## src/rtl/mmio_gpo_ctrl_if.sv

```systemverilog
// MCS I/O bus slot seen by the GPO controller: select, strobes, address and data.
interface mmio_gpo_ctrl_if;
  logic        cs;
  logic        write;
  logic        read;
  logic [4:0]  addr;
  logic [31:0] write_data;
  logic [31:0] read_data;

  modport master (output cs, write, read, addr, write_data, input read_data);
  modport slave  (input cs, write, read, addr, write_data, output read_data);
endinterface

```

## src/rtl/mmio_gpo_ctrl.sv

```systemverilog
// General-purpose output port with atomic SET/CLR/TOG, timed one-shot pulse and readback.
// Optional per-bit blink is compiled in when GPO_BLINK_EN is defined.
module mmio_gpo_ctrl #(
  parameter int W         = 8,
  parameter int PULSE_DEF = 1000,
  parameter int BLINK_DIV = 24
) (
  input  logic                  clk,
  input  logic                  reset_n,
  mmio_gpo_ctrl_if.slave        bus,
  output logic [W-1:0]          d_out
);

  typedef enum logic {IDLE, ACTIVE} state_e;

  localparam logic [15:0] LEN_RST = 16'(PULSE_DEF);

  state_e        state_q, state_d;
  logic [W-1:0]  out_q, out_d;
  logic [W-1:0]  pulseMask_q, pulseMask_d;
  logic [15:0]   cnt_q, cnt_d;
  logic [15:0]   len_q, len_d;

  logic          slotHit, wrEn, rdEn, pulseGo;
  logic [2:0]    regIdx;
  logic [W-1:0]  wdW;
  logic [W-1:0]  blinkView;
  logic [31:0]   outExt, maskExt, blinkExt, rdData;

  assign slotHit = (bus.addr[4:3] == 2'b00);
  assign wrEn    = bus.cs & bus.write & slotHit;
  assign rdEn    = bus.cs & bus.read & slotHit;
  assign regIdx  = bus.addr[2:0];
  assign wdW     = bus.write_data[W-1:0];
  assign pulseGo = wrEn && (regIdx == 3'd5) && (|wdW) && (|len_q);

  always_ff @(posedge clk or negedge reset_n) begin
    if (!reset_n) begin
      state_q     <= IDLE;
      out_q       <= '0;
      pulseMask_q <= '0;
      cnt_q       <= '0;
      len_q       <= LEN_RST;
    end else begin
      state_q     <= state_d;
      out_q       <= out_d;
      pulseMask_q <= pulseMask_d;
      cnt_q       <= cnt_d;
      len_q       <= len_d;
    end
  end

  // Pulse update (including expiry clear) first, then CPU write, so the CPU wins on bits it touches.
  always_comb begin
    state_d     = state_q;
    out_d       = out_q;
    pulseMask_d = pulseMask_q;
    cnt_d       = cnt_q;
    len_d       = len_q;

    case (state_q)
      IDLE: begin
        if (pulseGo) begin
          out_d       = out_q | wdW;
          pulseMask_d = wdW;
          cnt_d       = len_q;
          state_d     = ACTIVE;
        end
      end
      ACTIVE: begin
        if (pulseGo) begin
          out_d       = out_q | wdW;
          pulseMask_d = pulseMask_q | wdW;
          cnt_d       = len_q;
        end else if (cnt_q == 16'd1) begin
          out_d       = out_q & ~pulseMask_q;
          pulseMask_d = '0;
          cnt_d       = '0;
          state_d     = IDLE;
        end else begin
          cnt_d = cnt_q - 16'd1;
        end
      end
      default: state_d = IDLE;
    endcase

    if (wrEn) begin
      case (regIdx)
        3'd0:    out_d = wdW;
        3'd1:    out_d = out_d | wdW;
        3'd2:    out_d = out_d & ~wdW;
        3'd3:    out_d = out_d ^ wdW;
        3'd4:    len_d = bus.write_data[15:0];
        default: ;
      endcase
    end
  end

`ifdef GPO_BLINK_EN
  logic [BLINK_DIV-1:0] prescale_q;
  logic                 phase_q;
  logic [W-1:0]         blinkMask_q;

  // Phase flips each time the free-running prescaler wraps.
  always_ff @(posedge clk or negedge reset_n) begin
    if (!reset_n) begin
      prescale_q  <= '0;
      phase_q     <= 1'b0;
      blinkMask_q <= '0;
    end else begin
      prescale_q <= prescale_q + BLINK_DIV'(1);
      if (&prescale_q) phase_q <= ~phase_q;
      if (wrEn && (regIdx == 3'd7)) blinkMask_q <= wdW;
    end
  end

  assign blinkView = blinkMask_q;
  assign d_out     = out_q ^ ({W{phase_q}} & blinkMask_q);
`else
  assign blinkView = '0;
  assign d_out     = out_q;
`endif

  always_comb begin
    outExt           = '0;
    outExt[W-1:0]    = out_q;
    maskExt          = '0;
    maskExt[W-1:0]   = pulseMask_q;
    blinkExt         = '0;
    blinkExt[W-1:0]  = blinkView;
  end

  always_comb begin
    rdData = '0;
    if (rdEn) begin
      case (regIdx)
        3'd0:    rdData = outExt;
        3'd4:    rdData = {16'b0, len_q};
        3'd5:    rdData = maskExt;
        3'd6:    rdData = {cnt_q, 15'b0, (state_q == ACTIVE)};
        3'd7:    rdData = blinkExt;
        default: rdData = '0;
      endcase
    end
  end

  assign bus.read_data = rdData;

endmodule
```

## src/flat_wrapper.sv

```systemverilog
// flat-port wrapper written by rule: the top's interface ports become plain ports
module mmio_gpo_ctrl_flat 
#(
  parameter int W         = 8,
  parameter int PULSE_DEF = 1000,
  parameter int BLINK_DIV = 24
)
  (clk, reset_n, d_out, bus_cs, bus_write, bus_read, bus_addr, bus_write_data, bus_read_data);
  mmio_gpo_ctrl_if bus_i ();
  input  logic clk;
  input  logic reset_n;
  output logic [W-1:0] d_out;
  input wire logic [$bits(bus_i.cs)-1:0] bus_cs;
  input wire logic [$bits(bus_i.write)-1:0] bus_write;
  input wire logic [$bits(bus_i.read)-1:0] bus_read;
  input wire logic [$bits(bus_i.addr)-1:0] bus_addr;
  input wire logic [$bits(bus_i.write_data)-1:0] bus_write_data;
  output wire logic [$bits(bus_i.read_data)-1:0] bus_read_data;
  assign bus_i.cs = bus_cs;
  assign bus_i.write = bus_write;
  assign bus_i.read = bus_read;
  assign bus_i.addr = bus_addr;
  assign bus_i.write_data = bus_write_data;
  assign bus_read_data = bus_i.read_data;
  mmio_gpo_ctrl #(.W(W), .PULSE_DEF(PULSE_DEF), .BLINK_DIV(BLINK_DIV)) u_core (.clk(clk), .reset_n(reset_n), .bus(bus_i), .d_out(d_out));
endmodule
```

## config.mk

```make
export PLATFORM = sky130hd
export DESIGN_NAME = mmio_gpo_ctrl_flat
export DESIGN_NICKNAME = d
export VERILOG_FILES = /design/src/rtl/mmio_gpo_ctrl_if.sv /design/src/rtl/mmio_gpo_ctrl.sv /design/src/flat_wrapper.sv
export SDC_FILE = /design/constraint.sdc
export NUM_CORES = 1
export LEC_CHECK = 0
export CORE_ASPECT_RATIO = 0.5
export CORE_MARGIN = 2
export CORE_UTILIZATION = 30
export DETAILED_ROUTE_END_ITERATION = 16
export GPL_TIMING_DRIVEN = 0
export PLACE_DENSITY = 0.56
export SLEW_MARGIN = 20
export SYNTH_ARGS = -nofsm -noshare
export SYNTH_HDL_FRONTEND = slang
export SYNTH_SLANG_ARGS = --single-unit
export TNS_END_PERCENT = 10
```

## constraint.sdc

```tcl
create_clock -name clk -period 2.54 [get_ports clk]
set_input_delay 0.254 -clock clk [delete_from_list [all_inputs] [get_ports clk]]
set_output_delay 0.254 -clock clk [all_outputs]
set_load 0.02 [all_outputs]
```

Word-level counts from Yosys, hierarchy flattened
Index checks and enable logic that the tools add are counted.
{"block": "totals", "reg_bits": 49, "latch_bits": 0, "ramBits": 0, "rom_bits": 0, "inputBits": 42, "output_inout_bits": 40, "elab_cells": 57, "mem_count": 0}
{"block": "classes", "n_addsub": 1, "multipliers": 0, "n_div": 0, "n_lt_le_gt_ge": 0, "n_eq_ne": 9, "shifts": 0, "mux": 20, "bitwise_logic": 13, "reduce_logical": 9}
{"operator": "$pmux W32 S4", "count": 1}
{"operator": "$mux W8", "count": 7}
{"operator": "$mux W16", "count": 3}
{"operator": "$mux W32", "count": 1}
{"operator": "$pmux W16 S2", "count": 1}
{"operator": "$pmux W8 S2", "count": 2}
{"operator": "$pmux W8 S4", "count": 1}
{"operator": "$or A8 B8 Y8", "count": 3}
{"operator": "$and A8 B8 Y8", "count": 2}
{"operator": "$eq A16 B1 Y1 const B", "count": 1}
{"operator": "$not A8 Y8", "count": 2}
{"operator": "$reduce_or A16 Y1", "count": 1}
{"operator": "$sub A16 B1 Y16 const B", "count": 1}
{"operator": "$eq A3 B3 Y1 const B", "count": 3}
{"operator": "$reduce_or A8 Y1", "count": 1}
{"operator": "$xor A8 B8 Y8", "count": 1}
{"operator": "$eq A3 B2 Y1 const B", "count": 2}
{"operator": "$and A1 B1 Y1", "count": 4}
{"operator": "$reduce_and A2 Y1", "count": 2}
{"operator": "$eq A3 B1 Y1 const B", "count": 1}
{"operator": "$logic_and A1 B1 Y1", "count": 3}
{"operator": "$logic_not A3 Y1", "count": 1}
{"operator": "$mux W1", "count": 3}
{"operator": "$ne A3 B3 Y1 const B", "count": 1}
{"operator": "4 further kinds", "count": 4}

Depth between registers and ports, before layout
{"block": "logic_depth", "depth_word": 10, "ltp_mapped": 13, "depth_no_buf": 13}

Worst setup path before layout
OpenSTA, ideal clock, no wires.
{"block": "synth_timing", "path_type": "reg2reg", "start": "reg u_core.cnt_q[1]", "end": "reg u_core.out_q[3] (netlist: u_core.d_out[3])", "setup_ps": 137, "t_arrival_ps": 2100, "required_time_ps": 2403, "slack_ps": 303, "stages_incl_launch_ff": 13, "path_buffers": 1, "period_less_slack_ps": 2237, "path_cell_list": "dfrtp_1 -> inv_1 -> ha_1 -> nor4b_2 -> and4_1 -> and2_1 -> buf_4 -> a31o_1 -> inv_1 -> ha_1 -> a21oi_1 -> mux2i_1 -> o22ai_2"}
{"block": "synth_between", "elab_chain_cells": 7, "word_cells_on_any_way": 9, "cone_classes": "eq/ne (1); mux (5); bitwise (3)"}
{"element": "from (decl)", "line_no": "mmio_gpo_ctrl.sv:21", "source": "logic [15:0] cnt_q, cnt_d;"}
{"element": "from (signal assigned)", "line_no": "mmio_gpo_ctrl.sv:48", "source": "cnt_q <= cnt_d;"}
{"element": "$eq A16 B1 Y1 (*)", "line_no": "mmio_gpo_ctrl.sv:75", "source": "end else if (cnt_q == 16'd1) begin"}
{"element": "$mux W8 (*)", "line_no": "mmio_gpo_ctrl.sv:75"}
{"element": "$mux W8 (*)", "line_no": "mmio_gpo_ctrl.sv:71", "source": "if (pulseGo) begin"}
{"element": "$pmux W8 S2 (*)", "line_no": "mmio_gpo_ctrl.sv:61", "source": "case (state_q)"}
{"element": "$xor A8 B8 Y8 (tied with other cells)", "line_no": "mmio_gpo_ctrl.sv:92", "source": "3'd3: out_d = out_d ^ wdW;"}
{"element": "$pmux W8 S4", "line_no": "mmio_gpo_ctrl.sv:88", "source": "case (regIdx)"}
{"element": "$mux W8 (*)", "line_no": "mmio_gpo_ctrl.sv:87", "source": "if (wrEn) begin"}
{"element": "via u_core.out_d[3]", "line_no": "mmio_gpo_ctrl.sv:19", "source": "logic [W-1:0] out_q, out_d;"}
{"element": "to (signal assigned)", "line_no": "mmio_gpo_ctrl.sv:46", "source": "out_q <= out_d;"}
{"element": "to (decl)", "line_no": "mmio_gpo_ctrl.sv:19"}
The timed path passes the listed nets; every way through them passes the cells marked *.
A chain may end at the register's enable or synchronous reset.

Final worst setup path
{"block": "layout_timing", "start": "in bus_addr[2]", "end": "out bus_read_data[20]"}
{"block": "layout_between", "elab_chain_cells": 3, "word_cells_on_any_way": 6, "cone_classes": "eq/ne (3); mux (2); reduce/logical (1)"}
{"element": "from (decl)", "line_no": "flat_wrapper.sv:16", "source": "input wire logic [$bits(bus_i.addr)-1:0] bus_addr;"}
{"element": "$eq A3 B3 Y1 / $logic_not A3 Y1 (equally long branches)", "line_no": "mmio_gpo_ctrl.sv:136", "source": "case (regIdx)"}
{"element": "$pmux W32 S4 (*)", "line_no": "mmio_gpo_ctrl.sv:136"}
{"element": "$mux W32 (*)", "line_no": "mmio_gpo_ctrl.sv:135", "source": "if (rdEn) begin"}
{"element": "to (decl)", "line_no": "flat_wrapper.sv:18", "source": "output wire logic [$bits(bus_i.read_data)-1:0] bus_read_data;"}
Mark *: on every way between the ends. The rest lies on a longest branch, timed or not.

==> impl_metrics.py <==
metrics = {
    "global_routing": {
        "via_count_of_the_first_global_routing_pass": 3080,
        "grt_start_max_net_pins": 50,
        "grt_first_pass_wirelength_mm": 16.8,
        "grtUsageTotal_pct": 17.3,
        "gr-total-overflow": 0,
        "initial_antenna_violation_count": 0,
    },
    "timing": {
        "worstMarginPinSlew_ns": 0.667,
        "fin_setup_tns_ns": 0,
        "postLayoutSetupSlackWorst_ns": 0.0577,
        "fin_worst_hold_slack_ns": -0.0127,
        "rsz_0062_raised_after_global_routing": "yes",
        "clock_skew_ns": 0.00366,
        "timing.final.hold_violations": 24,
        "final-setup-viol-count": 0,
        "maxSlewViolCount": 0,
        "layout_worst_path_cycle_share_pct": 97.7,
        "min_period_ns": 2.48,
        "relSlewSlack_pct": 55.6,
        "max_freq_ghz": 0.403,
    },
    "placed_design": {
        "placedInstanceArea_um2": 4340,
        "detailedPlacementHpwl_mm": 7.70,
        "dpl_worst_slack_ns": -0.539,
        "place.port_buffers": 63,
        "placed_cells_incl_taps": 600,
        "gp_congestion": 0.885,
    },
    "logic_synthesis": {
        "yosysSeqAreaShare_pct": 35.1,
        "synth.cell_area_um2": 3510,
        "syn_avg_cell_area_um2": 9.30,
        "synth_mux_area_share_pct": 8.76,
        "synth-simple-area-share_pct": 25.6,
        "ys_async_sr_fraction_pct": 100,
        "number_of_enable_type_register_cells_in_the_synthesized_netlist": 0,
        "synth_top_family_by_area": "simple AND/OR/NAND/NOR gates",
        "synth_top_cell_area_share_pct": 30.6,
        "ys_seq_elements": 49,
        "leading_cell_types_by_total_area_after_synthesis": "sky130_fd_sc_hd__dfrtp_1, sky130_fd_sc_hd__nor2_1, sky130_fd_sc_hd__mux2i_1",
        "adder_cell_fraction_of_synth_area_pct": 3.56,
        "synth_top_area_cell": "sky130_fd_sc_hd__dfrtp_1",
        "synth_cell_type_count": 67,
        "synth_warnings": 0,
        "syn_inst": 378,
        "synth_xor_xnor_area_share_pct": 0,
        "synth_top_flop_cell": "sky130_fd_sc_hd__dfrtp_1",
        "synth_compound_gate_area_share_pct": 19.4,
        "syn_nets": 430,
    },
    "finish": {
        "layout.cells.most_common_list": "sky130_fd_sc_hd__nor2_1, sky130_fd_sc_hd__clkdlybuf4s50_1, sky130_fd_sc_hd__dfrtp_1, sky130_fd_sc_hd__and2_1, sky130_fd_sc_hd__inv_1",
        "final_std_cell_area_no_fill_um2": 4670,
        "finalCoreUtilization_pct": 41.6,
        "area.growth.synth_to_final_pct": 32.9,
        "most_common_cell_after_layout_fill_and_taps_aside": "sky130_fd_sc_hd__nor2_1",
        "layout.cells.non_filler": 613,
        "fraction_of_layout_cells_with_a_size_suffix_above_1_pct": 20.7,
        "insertedDiodeCount": 0,
        "multiInputGateArea_um2": 2140,
        "final_net_count": 505,
        "sequential_cell_area_um2": 1240,
        "num-fill-cells": 1156,
    },
    "power": {
        "power.switching_mw": 1.11,
        "post-layout-total-power_mw": 2.96,
        "max-vdd-ir-drop_mv": 0.288,
        "logic_gate_share_of_total_power_pct": 35.2,
        "power_density_nw_per_um2": 634,
        "p_leak_nw": 2.09,
        "power.internal_mw": 1.85,
        "swShare_pct": 37.4,
        "power.clock.fraction_pct": 23.1,
        "power.share.sequential_pct": 41.7,
    },
    "critical_path": {
        "worst-endpoint-required_ns": 2.29,
        "path_cells": "clkdlybuf4s50_1 -> buf_4 -> nand2_1 -> nor3_4 -> buf_4 -> and2_1 -> clkdlybuf4s50_1",
        "combined_buffer_and_inverter_count_along_the_critical_path": 4,
        "cp_top_family": "buffers and inverters",
        "crit_fanout": 10,
        "critPathArrivalTime_ns": 2.23,
        "critical_path_type": "input port to primary output",
        "timing.critical_path.slowest_cell_delay_ns": 0.59,
        "crit_path_top_delay_cell": "sky130_fd_sc_hd__clkdlybuf4s50_1",
        "kind_of_start_point_of_the_critical_path": "input port",
        "cp-end-kind": "primary output",
    },
    "clock_tree": {
        "cts_root_buffer": "sky130_fd_sc_hd__clkbuf_16",
        "cts_inserted_buffers": 5,
        "count_of_clock_tree_sinks": 49,
        "clock_latency_ns": 0.30,
        "cts_max_path_buffers": 2,
        "clk_pin_slew_ns": 0.07,
        "cts_htree_levels": 2,
        "tritoncts_clock_tree": "built",
    },
    "die": {
        "die_w_um": 157,
        "core_um2": 11200,
        "die_height_um": 80.5,
        "io_pins": 82,
        "die_area_um2": 12600,
        "effective_utilization_at_floorplan_pct": 31.3,
        "placement_rows": 27,
    },
    "route": {
        "detailedRoute.firstIterationViolations": 223,
        "drt-vias-per-instance": 5.20,
        "final_routed_wire_length_divided_by_cell_count_um": 17.5,
        "remaining_drc_errors": 0,
        "finalWirelength_mm": 10.7,
        "num_vias": 3186,
        "first_pass_iters": 4,
        "remaining_number_of_nets_flagged_by_the_antenna_check_after_routing": 0,
    },
    "status": {
        "run_status": "finished, violations left",
        "violated_checks": "hold timing",
    },
    "job": {
        "maxcap_violations": 0,
    },
    "min_path": {
        "timing.hold.worst.class": "input port to asynchronous set/reset pin",
    },
}
-- sequential cells by signal, summed over array words and instances (netlist names) --
name,cells
u_core.len_q,16
u_core.cnt_q,16
u_core.state_q,1
u_core.d_out,8
u_core.pulseMask_q,8
-- path summary, 6_finish.rpt --
check	startpoint	endpoint	slack, ns	depth (start not counted)
min reg2reg	u_core.len_q[6]	u_core.len_q[6]	0.53	2
max	bus_addr[2]	bus_read_data[20]	0.06	7
min in group clk	u_core.len_q[6]	u_core.len_q[6]	0.53	2
max reg2reg	u_core.cnt_q[1]	u_core.d_out[3]	0.11	12
min	reset_n	u_core.cnt_q[11]	-0.01	1
max in group asynchronous	reset_n	u_core.cnt_q[0]	2.09	1
-- cell usage after synthesis, types with 6 or more instances --
library cell,n
sky130_fd_sc_hd__o21ai_0,19
sky130_fd_sc_hd__nor4_1,6
sky130_fd_sc_hd__nor3_1,9
sky130_fd_sc_hd__mux2i_1,18
sky130_fd_sc_hd__ha_1,10
sky130_fd_sc_hd__a21oi_1,21
sky130_fd_sc_hd__and2_1,23
sky130_fd_sc_hd__a31oi_1,16
sky130_fd_sc_hd__a22o_1,7
sky130_fd_sc_hd__nor2_1,49
sky130_fd_sc_hd__inv_1,22
sky130_fd_sc_hd__nand2_1,18
sky130_fd_sc_hd__dfstp_2,6
sky130_fd_sc_hd__dfrtp_1,43
sky130_fd_sc_hd__clkbuf_1,9
sky130_fd_sc_hd__buf_6,7
-- power by group through the flow --
stage | combinational, mW | clock, mW | sequential, mW
6_report | 1.04 | 0.683 | 1.23
5_1_grt | 1.15 | 0.726 | 1.26
4_1_cts | 0.988 | 0.698 | 1.23
3_5_place_dp | 0.974 | 0 | 1.24
3_3_place_gp | 0.966 | 0 | 1.24
2_1_floorplan | 0.660 | 0 | 1.21
-- layer usage --
metal	routed length [µm]	GRT usage [%]	share of wire [%]
met1	5150	23.9	48
met3	642	3.56	6.0
met2	4790	27.4	45
met5	0	0	0
met4	148	5.18	1.4
-- layout make-up --
cell class              instances  share of cell area (%)
repair buffers                 68                    14.3
clock buffers                   5                    2.68
plain buffers                  25                    4.23
clock inverters                 3                   0.375
flip-flops and latches         49                    26.5
well taps                     159                    4.26
multi-input cells             281                    45.8
inverters                      23                    1.85
-- kinds of logic after synthesis --
family,count (synthesis)
compound gates,100
fa+ha+maj,10
buf+inv,48
flops,49
mux,27
simple gates,144
-- what timing repair did --
item	CTS	global route
hold buffers	0	0
setup endpoints to repair	38	26
buffers inserted	1	4
pin swaps	2	13
gates resized for setup	21	35
No activity file was read; power rests on OpenSTA's default activity.
